**src/rtl/fetch_unit_pkg.sv**
```systemverilog
// Shared definitions for the instruction fetch stage: widths, default
// constants, FSM state encoding and the jalr target helper.
package fetch_unit_pkg;

  localparam int XLEN = 32;

  localparam logic [XLEN-1:0] RESET_PC_DEFAULT = 32'h0000_0000;
  localparam logic [XLEN-1:0] NOP_INST_DEFAULT = 32'h0000_0013;

  typedef enum logic [2:0] {
    ST_IDLE,
    ST_REQ,
    ST_WAIT,
    ST_HOLD,
    ST_ERR
  } fetch_state_t;

  // jalr semantics: bit 0 of the target is dropped without complaint
  function automatic logic [XLEN-1:0] jalr_target(input logic [XLEN-1:0] target);
    return {target[XLEN-1:1], 1'b0};
  endfunction

endpackage

```
**src/rtl/fetch_unit_pc_next_sel.sv**
```systemverilog
// Next-PC selection applied on retirement: sequential pc+4 or a redirect
// target, plus a flag for a target that is not word aligned.
module pc_next_sel
  import fetch_unit_pkg::*;
(
  input  logic [XLEN-1:0] pc,
  input  logic            redirect,
  input  logic [XLEN-1:0] redirect_pc,
  output logic [XLEN-1:0] next_pc,
  output logic            misaligned
);

  always_comb begin
    next_pc    = pc + 32'd4;
    misaligned = 1'b0;
    if (redirect) begin
      next_pc    = jalr_target(redirect_pc);
      misaligned = redirect_pc[1];
    end
  end

endmodule

```
**src/rtl/fetch_unit.sv**
```systemverilog
// Instruction fetch stage: owns the PC, reads one word per instruction over a
// valid/ready channel and holds it for the decoder until execute retires it.
module fetch_unit
  import fetch_unit_pkg::*;
#(
  parameter logic [31:0] RESET_PC = RESET_PC_DEFAULT,
  parameter logic [31:0] NOP_INST = NOP_INST_DEFAULT
) (
  input  logic        clk,
  input  logic        rst_n,
  output logic        imem_req_valid,
  input  logic        imem_req_ready,
  output logic [31:0] imem_req_addr,
  input  logic        imem_rsp_valid,
  input  logic [31:0] imem_rsp_data,
  output logic [31:0] inst,
  output logic [31:0] inst_pc,
  output logic        inst_valid,
  input  logic        inst_ack,
  input  logic        redirect,
  input  logic [31:0] redirect_pc,
  output logic        fetch_err
);

  fetch_state_t state_q, state_d;

  logic [31:0] pc_q;
  logic [31:0] inst_q;
  logic [31:0] inst_pc_q;
  logic [31:0] next_pc;
  logic        misaligned;
  logic        pc_load;
  logic        rsp_capture;

  pc_next_sel u_pc_next_sel (
    .pc          (pc_q),
    .redirect    (redirect),
    .redirect_pc (redirect_pc),
    .next_pc     (next_pc),
    .misaligned  (misaligned)
  );

  // ERR is terminal; only reset leaves it
  always_comb begin
    state_d     = state_q;
    pc_load     = 1'b0;
    rsp_capture = 1'b0;
    unique case (state_q)
      ST_IDLE: state_d = ST_REQ;
      ST_REQ: begin
        if (imem_req_ready) state_d = ST_WAIT;
      end
      ST_WAIT: begin
        if (imem_rsp_valid) begin
          state_d     = ST_HOLD;
          rsp_capture = 1'b1;
        end
      end
      ST_HOLD: begin
        if (inst_ack) begin
          if (misaligned) begin
            state_d = ST_ERR;
          end else begin
            state_d = ST_REQ;
            pc_load = 1'b1;
          end
        end
      end
      ST_ERR:  state_d = ST_ERR;
      default: state_d = ST_IDLE;
    endcase
  end

  always_ff @(posedge clk) begin
    if (!rst_n) state_q <= ST_IDLE;
    else        state_q <= state_d;
  end

  always_ff @(posedge clk) begin
    if (!rst_n) begin
      pc_q      <= RESET_PC;
      inst_q    <= NOP_INST;
      inst_pc_q <= RESET_PC;
    end else begin
      if (pc_load) pc_q <= next_pc;
      if (rsp_capture) begin
        inst_q    <= imem_rsp_data;
        inst_pc_q <= pc_q;
      end
    end
  end

  // Outputs decode from registered state only, never from inputs
  assign imem_req_valid = (state_q == ST_REQ);
  assign imem_req_addr  = pc_q;
  assign inst_valid     = (state_q == ST_HOLD);
  assign inst           = inst_valid ? inst_q : NOP_INST;
  assign inst_pc        = inst_pc_q;
  assign fetch_err      = (state_q == ST_ERR);

endmodule

```
**config.mk**
```make
export PLATFORM = sky130hd
export DESIGN_NAME = fetch_unit
export DESIGN_NICKNAME = d
export VERILOG_FILES = /design/src/rtl/fetch_unit_pkg.sv /design/src/rtl/fetch_unit_pc_next_sel.sv /design/src/rtl/fetch_unit.sv
export SDC_FILE = /design/constraint.sdc
export NUM_CORES = 1
export LEC_CHECK = 0
export CORE_AREA = 2 2 111 102
export DETAILED_ROUTE_END_ITERATION = 6
export DIE_AREA = 0 0 113 104
export PLACE_DENSITY = 0.78
export SETUP_SLACK_MARGIN = 0.4
export SKIP_CTS_REPAIR_TIMING = 1
export SYNTH_ARGS = -nofsm -noshare
export SYNTH_HDL_FRONTEND = slang
export SYNTH_SLANG_ARGS = --single-unit
```
**constraint.sdc**
```tcl
create_clock -name clk -period 3 [get_ports clk]
set_clock_uncertainty 0.1 [all_clocks]
set_input_delay 0.3 -clock clk [delete_from_list [all_inputs] [get_ports clk]]
set_output_delay 0.3 -clock clk [all_outputs]
set_load 0.01 [all_outputs]
```
Yosys cells after proc, flatten, opt, wreduce, memory -nomap -nowiden
Index checks and enable logic that the tools add are counted.
{"block": "word_totals", "ff_bits": 99, "inputBits": 70, "out_inout_bits": 99, "wordCells": 27}
{"block": "classes", "n_reduce_logical": 2, "add_sub_neg": 1, "mux": 13, "n_eq_ne": 7}
{"operator": "two-way mux 32 bit", "n": 2}
{"operator": "adder 32 x 3 -> 32 bit, second input constant", "n": 1}
{"operator": "case mux 3 bit (5 select lines)", "n": 1}
{"operator": "two-way mux 3 bit", "n": 4}
{"operator": "equality test 3 x 2 -> 1 bit, second input constant", "n": 2}
{"operator": "two-way mux 1 bit", "n": 6}
{"operator": "inequality test 2 x 1 -> 1 bit, second input constant", "n": 2}
{"operator": "equality test 3 x 1 -> 1 bit, second input constant", "n": 1}
{"operator": "equality test 3 bit, second input constant", "n": 1}
{"operator": "zero test 3 bit", "n": 1}
{"operator": "AND reduction 3 bit", "n": 1}
{"operator": "inequality test 2 bit, second input constant", "n": 1}

Depth between registers and ports, before layout
{"block": "depth", "depth_word": 4, "mapped_depth": 8}

By module
A second synthesis with hierarchy kept.
{"block": "unflattened", "cells_unflattened": 646, "hier_area_um2": 5041.1}
{"module": "fetch_unit", "area_per_inst_um2": 4003.8, "n_inst": 1, "cells_per_inst": 471}
{"module": "pc_next_sel", "area_per_inst_um2": 1037.2, "n_inst": 1, "cells_per_inst": 175}

Worst setup path before layout
No wires, ideal clock.
{"block": "synth_timing", "kind": "register to register", "from": "register pc_q[2] (netlist: imem_req_addr[2])", "to": "register pc_q[28] (netlist: imem_req_addr[28])", "path_stages_with_launch": 9, "required_time_ns": 2.831, "setup_slack_ns": 0.315, "setup_ns": 0.069, "n_path_buf": 2, "arrival_time_ns": 2.516, "cell_sequence": "dfxtp_1 ha_1 nand4_1 or4_1 buf_2 or3_1 clkbuf_2 or4_1 o21ai_1"}
{"block": "synth_between", "elab_chain_cells": 2}
{"item": "from (decl)", "line_no": "fetch_unit.sv:27", "source": "logic [31:0] pc_q;"}
{"item": "from (signal assigned)", "line_no": "fetch_unit.sv:85", "source": "if (pc_load) pc_q <= next_pc;"}
{"item": "adder 32 x 3 -> 32 bit", "line_no": "fetch_unit_pc_next_sel.sv:14", "source": "next_pc = pc + 32'd4;"}
{"item": "two-way mux 32 bit", "line_no": "fetch_unit_pc_next_sel.sv:16", "source": "if (redirect) begin"}
No other way between the ends.
A chain may end at the register's enable or synchronous reset.

Worst setup path in the final report
Ends and elaborated chain as after synthesis.

==> impl_metrics.ini <==
[timing]
min_period_ns = 2.60
slew_viol_final = 0
setup_viol = 0
period_share_pct = 86.8
hold_violations = 0
setup_slack_ns = 0.396
max_freq_ghz = 0.384
fin_tns_setup_ns = 0
rsz0062_at_grt = yes
max-slew-margin-rel_pct = 35.1
tightest_slew_ns = 0.964

[clock_tree]
cts.sinks = 97
clock_path_buffers = 2
clkTransAtPathRegs_ns = 0.07
worstSkewPairLatency_ns = 0.34
cts_tree = done
clock_tree.htree_level_count = 3
numCtsBuffers = 9
cts_root_buf = clkbuf_16

[detailed_routing]
routed_wl_um = 14400
avgViaCountPerCell = 5.53
ant_nets = 0
num_vias = 5003
first_pass_iters = 7
initialDrtViolationCount = 490
drc_errors = 17
wl_per_cell_um = 15.9

[layout]
drive_gt1_share_pct = 5.57
final_common_cell = nand2_1
register_area_um2 = 1940
syn_to_final_growth_pct = 46.0
multiInputGateArea_um2 = 2410
n_fill_cell = 922
diodes = 0
nNetsFinal = 838
final_cell_mix = nand2_1, clkdlybuf4s50_1, dfxtp_1, a21oi_1, and2_1

[critical_path]
worstReg2RegStart = imem_req_addr[2]
worstSetupPathType = flop to flop
ff2ff_path_depth = 6
r2r_slack_ns = 0.40
cp.arrival_ns = 2.77
start_kind = flop
required_ns = 3.17
crit_start = imem_req_addr[2]
cp-endpoint = imem_req_addr[28]
crit_path_end_kind = flop
reg2reg_to = imem_req_addr[28]
cp_max_fo = 7

[floorplan]
rows = 36
die_width_um = 113
initial_utilization_pct = 42.9
ios = 169
die_area_um2 = 11800
core-area_um2 = 10600
die_h_um = 104

[global_route]
grt_usage_pct = 23.8
grt_pass1_vias = 4695
grt_pass1_wl_um = 23100
antenna_found_initial = 0
grt_start_max_net_pins = 53
gr-total-overflow = 0

[pwr]
internal_power_uw = 2170
p_switching_uw = 639
ir_worst_vdd_v = 0.000291
clkPwrFrac_pct = 43.9
switching_share_pct = 22.8
powerDensity_nw_per_um2 = 421
comb_power_share_pct = 8.9
p_leak_uw = 0.00221
share_seq_of_total_power_pct = 47.2

[synth]
yosys.cell_types.count = 49
ys.flop_type = dfxtp_1
synthCells = 622
syn-cell-area_um2 = 4560
synth_edf_count = 0
ys_async_sr_fraction_pct = 0
syn_area_per_cell_um2 = 7.34
ys_seq_area_share_pct = 42.6
ys_ff_latch = 97
ys_warn_count = 0

[run_status]
outcome = complete, but fails checks
violations = DRC

[worst_hold_path]
min_from = inst_q[5]
hold_class = flop to flop

[placement]
dpl.hpwl_um = 10200
post-place-ws_ns = 0.380
place.gp.congestion = 0.843
portBuffers = 165

[flow_run]
cap_violations = 0
-- flip-flops by register name, indices dropped and copies added, names as in the netlist --
| name | count |
|---|---|
| imem_req_addr | 31 |
| state_q | 3 |
| inst_pc | 31 |
| inst_q | 32 |
-- through the flow --
| stage | hold WS, ns | util (%) | power [uW] | instances | instance area, um2 |
|---|---|---|---|---|---|
| 2_1_floorplan | 0.324 | - | 1460 | 623 | 4570 |
| 3_3_place_gp | 0.338 | 59.5 | 1600 | 889 | 6330 |
| 3_5_place_dp | 0.344 | 59.5 | 1600 | 889 | 6330 |
| 4_1_cts | 0.353 | 62.5 | 2820 | 905 | 6650 |
| 5_1_grt | 0.365 | 62.7 | 2910 | 905 | 6660 |
| 6_report | 0.351 | 62.7 | 2810 | 905 | 6660 |
-- worst max-delay path, cell delays in order (launching register included) --
cell and delay, ns:
dfxtp_2 0.38, ha_2 0.24, nand4_1 0.16, or4_1 0.61
or3_4 0.46, or4_1 0.51, o21ai_1 0.08
-- metal layers --
metal  routed length (um)  track usage [%]
met1                 6030             31.2
met2                 6850             39.0
met3                 1240             4.95
met4                  297             8.28
met5                    0                0
-- cell type report --
type                    count  area share, %
clock buffers               9           3.38
clock inverters             7           1.41
inverters                   7          0.394
multi-input cells         468           36.2
flip-flops and latches     97           29.2
well taps                 133           2.50
repair buffers            184           26.9
-- cell families after synthesis --
kind of cell | count (synthesis) | share of synthesized area [%]
compound gates | 160 | 20.8
flops | 97 | 42.6
fa+ha+maj | 1 | 0.274
other cells | 1 | 0.0822
simple gates | 304 | 31.0
mux | 1 | 0.219
buf+inv | 58 | 5.04
-- power by group through the flow --
stage          clock network, uW  logic [uW]  registers, uW
2_1_floorplan                  0         117           1340
3_3_place_gp                   0         246           1350
3_5_place_dp                   0         249           1350
4_1_cts                     1240         251           1320
5_1_grt                     1310         272           1330
6_report                    1230         251           1320
-- synthesized netlist by cell type, drive strengths merged (2+ instances only) --
cell type,n,area (um2)
a21oi,86,430
or3,4,25.0
o2111ai,2,17.5
a31oi,11,68.8
nand2b,4,25.0
o21ai,22,110
nand2,171,642
a22oi,2,15.0
nor2,21,78.8
or4,6,45.0
dfxtp,97,1940
nor4,7,43.8
inv,6,22.5
nand3,23,115
o41ai,2,17.5
o211ai,2,15.0
buf,6,33.8
o31a,3,26.3
nand4,11,68.8
and3,4,25.0
a22o,3,26.3
a211oi,2,15.0
clkbuf,45,170
nor3b,6,45.0
nor3,6,30.0
and2,33,206
o22ai,2,12.5
o31ai,4,30.0
a32o,6,60.1
and4,4,35.0
o21a,5,37.5
a21o,3,22.5
-- worst min path at each step --
stage,cells after the start,slack [ns],endpoint
after floorplan,2,0.32,inst_q[0]
after global placement,2,0.34,inst_q[19]
after detailed placement,2,0.34,inst_q[5]
after CTS,2,0.35,inst_q[5]
after global routing,2,0.37,inst_q[5]
final,2,0.35,inst_q[5]
Power figures use the tool's default switching activity.
